<file path="config.mk">
export PLATFORM = sky130hd
export DESIGN_NAME = divisor_de_reloj_prog
export DESIGN_NICKNAME = d
export VERILOG_FILES = /design/src/rtl/divisor_de_reloj_prog_pkg.sv /design/src/rtl/divisor_de_reloj_prog_etapa.sv /design/src/rtl/divisor_de_reloj_prog.sv
export SDC_FILE = /design/constraint.sdc
export NUM_CORES = 1
export LEC_CHECK = 0
export ABC_AREA = 1
export BUFFER_PORTS_ARGS = -buffer_cell sky130_fd_sc_hd__buf_4
export CAP_MARGIN = 20
export CORE_MARGIN = 5
export CORE_UTILIZATION = 50
export DETAILED_ROUTE_END_ITERATION = 8
export PLACE_DENSITY = 0.79
export REMOVE_ABC_BUFFERS = 1
export SYNTH_ARGS = -nofsm -noshare
export SYNTH_HDL_FRONTEND = slang
export SYNTH_SLANG_ARGS = --single-unit
</file>
<file path="constraint.sdc">
create_clock -name CLK -period 2.88 [get_ports CLK]
set_input_delay 0.144 -clock CLK [delete_from_list [all_inputs] [get_ports CLK]]
set_output_delay 0.144 -clock CLK [all_outputs]
set_load 0.02 [all_outputs]
</file>
<file path="src/rtl/divisor_de_reloj_prog_pkg.sv">
// Shared clocking constants and helpers for the programmable clock divider
// and the phy_rx/phy_tx blocks that sit below it.
package divisor_de_reloj_prog_pkg;

  localparam int unsigned STAGES_DEF = 5;
  localparam int unsigned SEL_W_DEF  = 3;
  localparam int unsigned CNT_MAX    = (1 << STAGES_DEF) - 1;

  typedef enum logic [1:0] {
    CTRL_FREEZE,
    CTRL_COUNT,
    CTRL_ALIGN
  } ctrl_e;

  // Requested stage indices beyond the chain fall back to the slowest stage.
  function automatic int unsigned clamp_sel(input int unsigned sel,
                                            input int unsigned stages);
    return (sel < stages) ? sel : stages - 1;
  endfunction

endpackage

</file>
<file path="src/rtl/divisor_de_reloj_prog_etapa.sv">
// One divide-by-2 T-stage: toggles when enabled, synchronous clear,
// asynchronous active-low reset.
module etapa_toggle (
  input  logic clk,
  input  logic rst_n,
  input  logic clr_i,
  input  logic tog_i,
  output logic q_o
);

  logic q_d;
  logic q_q;

  always_comb begin
    q_d = q_q;
    if (clr_i) begin
      q_d = 1'b0;
    end else if (tog_i) begin
      q_d = ~q_q;
    end
  end

  always_ff @(posedge clk or negedge rst_n) begin
    if (!rst_n) begin
      q_q <= 1'b0;
    end else begin
      q_q <= q_d;
    end
  end

  assign q_o = q_q;

endmodule

</file>
<file path="src/rtl/divisor_de_reloj_prog.sv">
// Programmable synchronous binary clock divider with freeze, phase realign,
// per-stage rising-edge strobes and a rate select applied only at wrap.
module divisor_de_reloj_prog
  import divisor_de_reloj_prog_pkg::*;
#(
  parameter int unsigned STAGES = STAGES_DEF,
  parameter int unsigned SEL_W  = SEL_W_DEF
) (
  input  logic              CLK,
  input  logic              RESET_L,
  input  logic              ENABLE,
  input  logic              ALIGN,
  input  logic [SEL_W-1:0]  SEL,
  output logic [STAGES-1:0] DIV,
  output logic [STAGES-1:0] STB,
  output logic              CLK_SEL,
  output logic              STB_SEL,
  output logic [SEL_W-1:0]  SEL_ACT,
  output logic              WRAP
);

  ctrl_e             ctrl;
  logic [STAGES-1:0] cnt;
  logic [STAGES:0]   carry;
  logic [STAGES-1:0] tog;
  logic              align_clr;
  logic [SEL_W-1:0]  sel_clamped;

  logic [STAGES-1:0] stb_d,  stb_q;
  logic              wrap_d, wrap_q;
  logic [SEL_W-1:0]  sel_d,  sel_q;

  always_comb begin
    ctrl = CTRL_FREEZE;
    if (ALIGN) begin
      ctrl = CTRL_ALIGN;
    end else if (ENABLE) begin
      ctrl = CTRL_COUNT;
    end
  end

  // carry[i] is high when every bit below i is set; carry[STAGES] marks all-ones.
  always_comb begin
    carry    = '0;
    carry[0] = 1'b1;
    for (int unsigned i = 0; i < STAGES; i++) begin
      carry[i+1] = carry[i] & cnt[i];
    end
  end

  assign align_clr = (ctrl == CTRL_ALIGN);
  assign tog       = (ctrl == CTRL_COUNT) ? carry[STAGES-1:0] : '0;

  for (genvar g = 0; g < STAGES; g++) begin : g_etapa
    etapa_toggle u_etapa (
      .clk   (CLK),
      .rst_n (RESET_L),
      .clr_i (align_clr),
      .tog_i (tog[g]),
      .q_o   (cnt[g])
    );
  end

  assign sel_clamped = SEL_W'(clamp_sel(32'(SEL), STAGES));

  always_comb begin
    stb_d  = '0;
    wrap_d = 1'b0;
    sel_d  = sel_q;
    case (ctrl)
      CTRL_COUNT: begin
        stb_d  = carry[STAGES-1:0] & ~cnt;
        wrap_d = carry[STAGES];
        if (carry[STAGES]) begin
          sel_d = sel_clamped;
        end
      end
      CTRL_ALIGN: begin
        sel_d = sel_clamped;
      end
      default: begin
      end
    endcase
  end

  always_ff @(posedge CLK or negedge RESET_L) begin
    if (!RESET_L) begin
      stb_q  <= '0;
      wrap_q <= 1'b0;
      sel_q  <= '0;
    end else begin
      stb_q  <= stb_d;
      wrap_q <= wrap_d;
      sel_q  <= sel_d;
    end
  end

  always_comb begin
    CLK_SEL = 1'b0;
    STB_SEL = 1'b0;
    for (int unsigned i = 0; i < STAGES; i++) begin
      if (sel_q == SEL_W'(i)) begin
        CLK_SEL = cnt[i];
        STB_SEL = stb_q[i];
      end
    end
  end

  assign DIV     = cnt;
  assign STB     = stb_q;
  assign WRAP    = wrap_q;
  assign SEL_ACT = sel_q;

endmodule
</file>
==> flow_metrics.py <==
metrics = {
    "sta": {
        "fin_tns_setup_ns": 0,
        "setup-violations-final": 0,
        "maxSlewViolCount": 0,
        "fin_crit_ns": 1.646,
        "grt_setup_unrepaired": "no",
        "relSlewSlack": 0.8017,
        "finClkSkew_ns": 0.005093,
        "worstMarginPinSlew_ns": 0.2975,
        "max_freq_mhz": 607.6,
        "final_hold_viol_count": 0,
        "fin_ws_ns": 1.234,
        "period_share": 0.5715,
    },
    "global_routing": {
        "grt_max_degree": 15,
        "antenna_found_initial": 0,
        "globalRouteOverflowTotal": 0,
        "grt_first_pass_wirelength_um": 2780,
        "track_usage": 0.1723,
        "grt_pass1_vias": 648,
    },
    "die": {
        "initial_utilization": 0.5413,
        "dieArea_um2": 2282,
        "pin_count": 23,
        "rows": 13,
        "core_area_um2": 1318,
        "fp.dieH_um": 47.77,
        "die_x_um": 47.77,
    },
    "synthesis": {
        "seq_area_frac_synth": 0.4912,
        "yosysUniqueCellTypes": 16,
        "ys_ff_latch": 14,
        "syn_area_um2": 713.2,
        "syn_avg_cell_area_um2": 8.697,
        "ys_warn_count": 0,
        "synthCells": 82,
    },
    "pwr": {
        "peakVddDrop_v": 0.0002647,
        "power_leakage_nw": 0.4900,
        "pwr-share-comb": 0.154,
        "seqPwrFrac": 0.511,
        "switchingPower_w": 0.0001177,
        "power_w": 0.0004236,
        "swShare": 0.2778,
        "internal-power_w": 0.0003059,
        "clkPwrFrac": 0.335,
        "p_per_area_nw_per_um2": 467.6,
    },
    "critical_path": {
        "cp.required_ns": 2.74,
        "rr_endpoint": "SEL_ACT[2]$_DFFE_PN0P_",
        "r2r_slack_ns": 1.72,
        "path_class": "register to primary output",
        "worstPathArrival_ns": 1.50,
        "rr_worst_depth": 5,
        "path_max_fanout": 9,
        "endpoint_kind": "primary output",
        "r2r-start": "g_etapa[0].u_etapa.q_o$_DFFE_PN0P_",
        "critPathLaunchType": "register",
    },
    "route": {
        "firstDrtPassIters": 4,
        "drt_iter0_drc": 9,
        "drc": 0,
        "antenna_left": 0,
        "routed_wl_um": 1663,
        "via_per_inst": 5.580,
        "wire_per_inst_um": 13.97,
        "vias": 664,
    },
    "clock_tree": {
        "cts_tree": "built",
        "clockBufferDepth": 2,
        "htree_levels": 1,
        "ctsResizeCount": 0,
        "cts-buffers-inserted": 3,
        "cts_sinks": 14,
        "clockRootBuffer": "clkbuf_4",
        "clk_latency_ns": 0.27,
        "clk_pin_slew_worst_paths_ns": 0.09,
    },
    "placed_design": {
        "port_buffers": 22,
        "dp_cells": 114,
        "dpl.hpwl_um": 1241,
        "pre_cts_ws_ns": 1.575,
        "routabilityCongestion": 0.7949,
    },
    "status": {
        "outcome": "complete, no violations",
    },
    "flow_run": {
        "drv_cap": 0,
    },
    "hold_path": {
        "worstHoldEndpoint": "SEL_ACT[2]$_DFFE_PN0P_",
        "hp-start": "SEL[2]",
        "hp-class": "input pin to register",
        "hold_path_depth": 3,
    },
    "layout": {
        "final_nets": 112,
        "final_cells": 119,
        "layout_commonest_cell": "buf_4",
        "fillerInstances": 104,
        "synthToLayoutAreaGrowth_pct": 27.02,
        "drive_gt1_frac": 0.2981,
        "antenna_cells": 0,
        "layout_common_cells": "buf_4 (22), dfrtp_1 (14), nand2_1 (13)",
    },
}
[synth_stat cells, drive strengths merged]
cell type / count / area [um2]
inv: 11 / 41.29
buf: 5 / 37.54
nand2: 15 / 66.32
dfrtp: 14 / 350.3
nand3: 9 / 45.04
a31oi: 1 / 6.260
nand4: 11 / 83.83
clkinv: 1 / 3.750
nor2: 9 / 48.80
o21ai: 5 / 25.02
nor3: 1 / 5.000
[power groups by stage]
stage	combinational [W]	clock (W)	sequential, W
after floorplan	0.0000246	0	0.000226
after global placement	0.0000625	0	0.000219
final	0.0000651	0.000142	0.000217
after detailed placement	0.0000643	0	0.000220
after global routing	0.0000718	0.000154	0.000218
after CTS	0.0000656	0.000144	0.000216
[final cells by class]
type	instances	area, um2	share of cell area
clock buffers	4	36.28	0.04006
inverters	12	45.04	0.04972
multi-input cells	51	280.3	0.3094
flip-flops and latches	14	350.3	0.3867
well taps	15	18.77	0.02072
repair buffers	23	175.2	0.1934
[cell families after synthesis]
group	share of synthesized area
AO/OA/AOI/OAI	0.04386
buffers and inverters	0.1158
flip-flops	0.4912
AND/OR/NAND/NOR	0.3491
[layer usage]
layer  up-vias  track usage  wire length (um)
li1        314            -                 -
met1       311       0.2051               673
met2        31       0.2929               795
met3         8      0.03759               152
met4         0      0.08065                41
met5         -            0                 0
[registers in the layout, indices dropped and copies added (netlist names)]
| register | cells |
|---|---|
| WRAP | 1 |
| STB | 5 |
| SEL_ACT | 3 |
| g_etapa.u_etapa.q_o | 5 |
[worst max-delay path by stage]
stage,slack (ns),cells after the start,to,start
detailed placement,1.57,5,CLK_SEL,SEL_ACT[2]$_DFFE_PN0P_
CTS,1.24,5,CLK_SEL,SEL_ACT[2]$_DFFE_PN0P_
floorplan,1.59,4,CLK_SEL,SEL_ACT[2]$_DFFE_PN0P_
finish,1.23,5,STB_SEL,SEL_ACT[2]$_DFFE_PN0P_
global placement,1.67,5,CLK_SEL,SEL_ACT[2]$_DFFE_PN0P_
global route,1.04,5,CLK_SEL,SEL_ACT[2]$_DFFE_PN0P_
[critical path, cell delays in order, from the launching register on]
cell and delay, ns:
dfrtp_1 0.39, clkinv_1 0.22, nor3_1 0.28, nand2_1 0.09
nand4_1 0.10, buf_4 0.14
[metrics by stage]
stage / utilization / instance area, um2 / hold slack (ns)
finish: 0.6876 / 905.9 / 0.09402
global route: 0.6876 / 905.9 / 0.08667
CTS: 0.6876 / 905.9 / 0.08340
detailed placement: 0.6524 / 859.6 / 0.005081
global placement: 0.6524 / 859.6 / -0.0006979
floorplan: - / 675.6 / -0.1516
[what timing repair did]
item                                   in CTS  in global routing
buffers inserted                            0                  0
setup endpoints to repair                   0                  0
endpoints found under the hold margin      14                  0
hold buffers                                1                  0
Note: power is estimated with default switching activity, not from simulation.
